[src/rtl/npg_pkg.sv]
// Shared types and constants for the multi-channel biphasic pulse generator.
package npg_pkg;

  typedef enum logic [1:0] {
    ENV_OFF,
    ENV_RAMP_UP,
    ENV_HOLD,
    ENV_RAMP_DOWN
  } env_state_t;

  typedef enum logic [1:0] {
    P_IDLE,
    P_POS,
    P_GAP,
    P_NEG
  } pulse_state_t;

  localparam logic MODE_SYNC = 1'b0;
  localparam logic MODE_RR   = 1'b1;

endpackage

[src/rtl/npg_rr_arbiter.sv]
// Round-robin channel picker: grants the first requesting channel after the
// last-served one, ascending and wrapping; the pointer moves only on advance.
module npg_rr_arbiter
  import npg_pkg::*;
#(
  parameter int unsigned NCH = 4
) (
  input  logic           clk,
  input  logic           reset,
  input  logic [NCH-1:0] req,
  input  logic           advance,
  output logic [NCH-1:0] grant_c
);

  localparam int unsigned PTR_W = (NCH > 1) ? $clog2(NCH) : 1;

  logic [PTR_W-1:0] ptr;
  logic [PTR_W-1:0] nxt_c;
  logic             found_c;

  always_comb begin
    grant_c = '0;
    nxt_c   = ptr;
    found_c = 1'b0;
    for (int unsigned i = 1; i <= NCH; i++) begin
      logic [PTR_W-1:0] idx;
      idx = PTR_W'((32'(ptr) + i) % NCH);
      if (!found_c && req[idx]) begin
        found_c      = 1'b1;
        nxt_c        = idx;
        grant_c[idx] = 1'b1;
      end
    end
  end

  // Reset to the top channel so the first grant is the lowest requester.
  always_ff @(posedge clk) begin
    if (reset) begin
      ptr <= PTR_W'(NCH - 1);
    end else if (advance && found_c) begin
      ptr <= nxt_c;
    end
  end

endmodule

[src/rtl/npg_multi.sv]
// Multi-channel charge-balanced biphasic pulse generator with an amplitude
// envelope (ramp up / hold / ramp down) stepped at pulse completion.
module npg_multi
  import npg_pkg::*;
#(
  parameter int unsigned NCH    = 4,
  parameter int unsigned FREQ_W = 12,
  parameter int unsigned PD_W   = 3,
  parameter int unsigned AMP_W  = 6,
  parameter int unsigned RAMP_W = 4
) (
  input  logic              clk,
  input  logic              reset,
  input  logic              enable,
  input  logic              mode,
  input  logic [NCH-1:0]    ch_enable,
  input  logic [FREQ_W-1:0] freq,
  input  logic [PD_W-1:0]   phaseDuration,
  input  logic [PD_W-1:0]   gap,
  input  logic [AMP_W-1:0]  amp_max,
  input  logic [RAMP_W-1:0] up,
  input  logic [RAMP_W-1:0] down,
  output logic [NCH-1:0]    stim_pos,
  output logic [NCH-1:0]    stim_neg,
  output logic [AMP_W-1:0]  amp,
  output logic              busy
);

  env_state_t        env;
  pulse_state_t      pst;
  logic [FREQ_W-1:0] pcnt;
  logic [FREQ_W-1:0] freq_l;
  logic [FREQ_W-1:0] pcnt_max_c;
  logic [PD_W-1:0]   cnt;
  logic [PD_W-1:0]   pd_l;
  logic [PD_W-1:0]   gap_l;
  logic [NCH-1:0]    sel_l;
  logic [NCH-1:0]    sel_c;
  logic [NCH-1:0]    grant_c;
  logic [RAMP_W-1:0] step;
  logic              p_start_c;
  logic              p_done_c;

  // A period start is taken only when no pulse is running; amp=0 never pulses.
  assign p_start_c  = (pst == P_IDLE) && (env != ENV_OFF) && (amp != '0) && (pcnt == '0);
  assign p_done_c   = (pst == P_NEG) && (cnt == pd_l);
  assign pcnt_max_c = p_start_c ? freq : freq_l;
  assign sel_c      = (mode == MODE_RR) ? grant_c : ch_enable;

  npg_rr_arbiter #(
    .NCH(NCH)
  ) u_arb (
    .clk    (clk),
    .reset  (reset),
    .req    (ch_enable),
    .advance(p_start_c && (mode == MODE_RR)),
    .grant_c(grant_c)
  );

  always_ff @(posedge clk) begin
    if (reset) begin
      env      <= ENV_OFF;
      pst      <= P_IDLE;
      pcnt     <= '0;
      freq_l   <= '0;
      cnt      <= '0;
      pd_l     <= '0;
      gap_l    <= '0;
      sel_l    <= '0;
      step     <= '0;
      amp      <= '0;
      busy     <= 1'b0;
      stim_pos <= '0;
      stim_neg <= '0;
    end else begin
      if (env == ENV_OFF || pcnt >= pcnt_max_c) begin
        pcnt <= '0;
      end else begin
        pcnt <= pcnt + FREQ_W'(1);
      end

      // Pulse sequencer: parameters frozen at start so a pulse is never reshaped.
      case (pst)
        P_IDLE: begin
          if (p_start_c) begin
            pst      <= P_POS;
            cnt      <= '0;
            freq_l   <= freq;
            pd_l     <= phaseDuration;
            gap_l    <= gap;
            sel_l    <= sel_c;
            stim_pos <= sel_c;
          end
        end
        P_POS: begin
          if (cnt == pd_l) begin
            stim_pos <= '0;
            if (gap_l == '0) begin
              pst      <= P_NEG;
              cnt      <= '0;
              stim_neg <= sel_l;
            end else begin
              pst <= P_GAP;
              cnt <= PD_W'(1);
            end
          end else begin
            cnt <= cnt + PD_W'(1);
          end
        end
        P_GAP: begin
          if (cnt == gap_l) begin
            pst      <= P_NEG;
            cnt      <= '0;
            stim_neg <= sel_l;
          end else begin
            cnt <= cnt + PD_W'(1);
          end
        end
        P_NEG: begin
          if (cnt == pd_l) begin
            pst      <= P_IDLE;
            stim_neg <= '0;
          end else begin
            cnt <= cnt + PD_W'(1);
          end
        end
        default: pst <= P_IDLE;
      endcase

      // Amplitude steps only at the end of a negative phase.
      if (p_done_c) begin
        if (env == ENV_RAMP_UP) begin
          if (step == up) begin
            step <= '0;
            if (amp < amp_max) amp <= amp + AMP_W'(1);
          end else begin
            step <= step + RAMP_W'(1);
          end
        end else if (env == ENV_RAMP_DOWN) begin
          if (step == down) begin
            step <= '0;
            if (amp != '0) amp <= amp - AMP_W'(1);
          end else begin
            step <= step + RAMP_W'(1);
          end
        end
      end

      // Envelope; step count restarts on every state change.
      case (env)
        ENV_OFF: begin
          if (enable && amp_max != '0) begin
            env  <= ENV_RAMP_UP;
            amp  <= AMP_W'(1);
            pcnt <= '0;
            step <= '0;
            busy <= 1'b1;
          end
        end
        ENV_RAMP_UP: begin
          if (!enable) begin
            env  <= ENV_RAMP_DOWN;
            step <= '0;
          end else if (amp >= amp_max) begin
            env  <= ENV_HOLD;
            step <= '0;
          end
        end
        ENV_HOLD: begin
          if (!enable || amp_max < amp) begin
            env  <= ENV_RAMP_DOWN;
            step <= '0;
          end else if (amp_max > amp) begin
            env  <= ENV_RAMP_UP;
            step <= '0;
          end
        end
        ENV_RAMP_DOWN: begin
          if (amp == '0) begin
            env  <= ENV_OFF;
            step <= '0;
            busy <= 1'b0;
          end else if (enable && amp <= amp_max) begin
            env  <= (amp == amp_max) ? ENV_HOLD : ENV_RAMP_UP;
            step <= '0;
          end
        end
        default: env <= ENV_OFF;
      endcase
    end
  end

endmodule

[config.mk]
export PLATFORM = sky130hd
export DESIGN_NAME = npg_multi
export DESIGN_NICKNAME = d
export VERILOG_FILES = /design/src/rtl/npg_pkg.sv /design/src/rtl/npg_rr_arbiter.sv /design/src/rtl/npg_multi.sv
export SDC_FILE = /design/constraint.sdc
export NUM_CORES = 1
export LEC_CHECK = 0
export ABC_AREA = 1
export BUFFER_PORTS_ARGS = -buffer_cell sky130_fd_sc_hd__buf_2
export CAP_MARGIN = 20
export CORE_MARGIN = 10
export CORE_UTILIZATION = 60
export CTS_BUF_LIST = sky130_fd_sc_hd__clkbuf_4 sky130_fd_sc_hd__clkbuf_8
export CTS_CLUSTER_DIAMETER = 100
export DETAILED_ROUTE_END_ITERATION = 10
export PLACE_DENSITY = 0.82
export SETUP_SLACK_MARGIN = 0.15
export SLEW_MARGIN = 20
export SYNTH_ARGS = -nofsm -noshare
export SYNTH_HDL_FRONTEND = slang
export SYNTH_SLANG_ARGS = --single-unit
[constraint.sdc]
create_clock -name clk -period 3.1 [get_ports clk]
set_input_delay 0.31 -clock clk [delete_from_list [all_inputs] [get_ports clk]]
set_output_delay 0.31 -clock clk [all_outputs]
set_load 0.03 [all_outputs]
==> impl_metrics.env <==
export IMPL_hold_violations=0
export IMPL_globalRouteTotalUtil=0.196
export IMPL_drive_gt1_frac=0.168
export IMPL_p_leak_nw=2.58
export IMPL_yosys_area_share_simple=0.363
export IMPL_relSlewSlack=0.534
export IMPL_tns_ps=0
export IMPL_synthesis_instances=675
export IMPL_vias_per_cell=5.29
export IMPL_power_mw=3.45
export IMPL_ys_warn_count=0
export IMPL_grt_pass1_vias=4342
export IMPL_r2r_slack_ps=320
export IMPL_io_buffer_count=54
export IMPL_critPathKind="flop to flop"
export IMPL_grt_max_degree=32
export IMPL_fmax_mhz=359
export IMPL_fin_skew_ps=9.79
export IMPL_vias=4463
export IMPL_final_area_sq_mm=0.00517
export IMPL_diodes=0
export IMPL_end_kind="flop"
export IMPL_wl_mm=11.1
export IMPL_yosysUniqueCellTypes=38
export IMPL_dieArea_sq_mm=0.0114
export IMPL_clk_pin_slew_ps=70
export IMPL_peakVddDrop_uv=370
export IMPL_synth_avg_cell_area_sq_um=6.71
export IMPL_maxCapViolCount=0
export IMPL_place_gp_congestion=0.929
export IMPL_initial_core_util=0.621
export IMPL_clk_latency_ps=340
export IMPL_place_ws_ps=179
export IMPL_synthAdderAreaFrac=0.113
export IMPL_clock_path_buffers=2
export IMPL_synth_area_mux_share=0.0268
export IMPL_synth_top_family_by_area="simple AND/OR/NAND/NOR gates"
export IMPL_slew_viol_final=0
export IMPL_first_pass_iters=5
export IMPL_die_w_um=107
export IMPL_finalCriticalPeriod_ps=2780
export IMPL_finalSetupViolCount=0
export IMPL_synth_nets=756
export IMPL_antenna_found_initial=0
export IMPL_period_share=0.898
export IMPL_powerDensity_mw_per_mm2=667
export IMPL_cts_buffers=9
export IMPL_ys_ff_latch=62
export IMPL_worstMarginPinSlew_ps=699
export IMPL_nets=822
export IMPL_critPathMaxFanout=12
export IMPL_cp_required_ps=3370
export IMPL_crit_path_start_kind="flop"
export IMPL_status="finished, final reports clean"
export IMPL_cp_arrival_ps=3060
export IMPL_cts_sink_count=62
export IMPL_rsz0062_at_grt="no"
export IMPL_ant_nets=0
export IMPL_grt_overflow_total=0
export IMPL_grt_pass1_wl_mm=19.0
export IMPL_core_sq_mm=0.00729
export IMPL_synth_xor_area_frac=0.0464
export IMPL_fin_cells=843
export IMPL_drc=0
export IMPL_rows=31
export IMPL_io_pins=55
export IMPL_post_place_cells=822
export IMPL_htree_levels=3
export IMPL_synth_compound_area_frac=0.0911
export IMPL_root_buffer="clkbuf_8"
export IMPL_wl_per_cell_um=13.1
export IMPL_placed_cell_area_sq_mm=0.00491
export IMPL_ctsHoldBuffers=0
export IMPL_post_route_util=0.708
export IMPL_die_height_um=107
export IMPL_layout_setup_ws_ps=315
export IMPL_hp_class="input pin to flop"
export IMPL_layout_area_overhead_vs_synth_pct=14.0
export IMPL_place_hpwl_mm=8.42
export IMPL_whs_ps=239
export IMPL_cts_tree="done"
export IMPL_synth_seq_area_share=0.274
export IMPL_synth_cell_area_sq_mm=0.00453
export IMPL_drt_iter0_markers=211
## placed cells by master (no fill, tap or decap), types with 3 or more instances in the layout
cell type  instances
nor2_1            78
ha_1              39
xor2_1            12
nand2_2            4
clkbuf_8          10
buf_4             11
xnor2_1           12
nand2_1          180
nand3_4            5
dfxtp_1           59
mux2i_1            7
nand2_4            5
dfxtp_2            3
nand4_1            9
nand3_1           62
inv_1             78
inv_2              9
buf_2             54
a21oi_1           42
o21ai_0           27
o211ai_1           3
nor2_2             3
mux2i_2            4
## kinds of logic (layout without fill, tap and decap cells)
logic type | after synthesis | in the layout
adder cells (fa/ha/maj) | 41 | 41
AND/OR/NAND/NOR | 360 | 361
flip-flops | 62 | 62
multiplexers | 11 | 11
AO/OA/AOI/OAI | 78 | 78
buffers and inverters | 99 | 167
XOR/XNOR | 24 | 24
## cell usage after synthesis
cell type | number | area share
a21oi_1 | 42 | 0.046
a21oi_2 | 1 | 0.0019
and2_1 | 1 | 0.0014
buf_2 | 2 | 0.0022
buf_6 | 2 | 0.0050
clkbuf_1 | 8 | 0.0066
dfxtp_1 | 62 | 0.27
ha_1 | 41 | 0.11
inv_1 | 80 | 0.066
inv_2 | 7 | 0.0058
mux2i_1 | 8 | 0.018
mux2i_2 | 3 | 0.0091
nand2_1 | 180 | 0.15
nand2_2 | 4 | 0.0055
nand2_4 | 5 | 0.012
nand3_1 | 62 | 0.068
nand3_2 | 2 | 0.0044
nand3_4 | 4 | 0.015
nand3b_1 | 1 | 0.0017
nand4_1 | 9 | 0.012
nor2_1 | 78 | 0.065
nor2_2 | 3 | 0.0041
nor2_4 | 1 | 0.0025
nor2_8 | 1 | 0.0044
nor3_1 | 2 | 0.0022
nor3_2 | 2 | 0.0044
nor3b_4 | 1 | 0.0041
nor4_1 | 1 | 0.0014
o2111ai_1 | 1 | 0.0019
o211ai_1 | 3 | 0.0050
o21ai_0 | 27 | 0.030
o21ai_1 | 2 | 0.0022
o221ai_1 | 1 | 0.0019
o311ai_0 | 1 | 0.0019
or2_1 | 1 | 0.0014
or2_2 | 2 | 0.0028
xnor2_1 | 12 | 0.023
xor2_1 | 12 | 0.023
## what timing repair did
action                     CTS  global route
resized for setup            0            12
pin swaps                    1             2
gates cloned                 0             1
buffers inserted             3             3
setup endpoints to repair    5            12
## metal layers
metal / track usage / vias to the layer above / share of wire
li1: - / 2297 / -
met1: 0.234 / 2017 / 0.44
met2: 0.331 / 130 / 0.49
met3: 0.0515 / 19 / 0.060
met4: 0.0677 / 0 / 0.016
met5: 0 / - / 0
## flip-flops by register name, indices dropped and copies added, names as in the netlist
name and cells:
pcnt 12, u_arb.ptr 2, sel_l 4, busy 1
stim_neg 4, step 4, pst 2, freq_l 12
stim_pos 4, amp 6, cnt 3, env 2
gap_l 3, pd_l 3
## layout make-up
cell class                 instances  area (sq um)
multi-input combinational        515          2940
sequential                        62          1240
clock buffer                      12           153
clock inverter                     2          10.0
timing repair buffer              66           364
tap                               99           124
fill                             633          2130
inverter                          87           327
## critical path, cell delays in order (launching register included)
cell and delay (ps):
dfxtp_1 350, inv_1 180, ha_4 200, nand2_1 90, nor3_4 230, nand3_4 190
buf_4 190, mux2i_2 180, ha_1 270, inv_1 60, nor2_1 40, o211ai_1 140
nand2_1 70, nand3_1 60, and2_1 120, nand4_1 90, buf_6 180, nor2_1 90
## final timing paths
path	start	endpoint	cells after the start
setup / recovery	pst[0]	pcnt[11]	17
hold / removal	freq[6]	freq_l[6]	3
setup reg to reg	pst[0]	pcnt[11]	17
hold reg to reg	stim_pos[2]	stim_pos[2]	2
## where the power goes
group | switching, mW | internal, mW | total [mW]
registers | 0.104 | 0.930 | 1.03
clock network | 0.301 | 0.318 | 0.620
logic | 1.14 | 0.657 | 1.79
total | 1.54 | 1.91 | 3.45
Power figures use the tool's default switching activity.
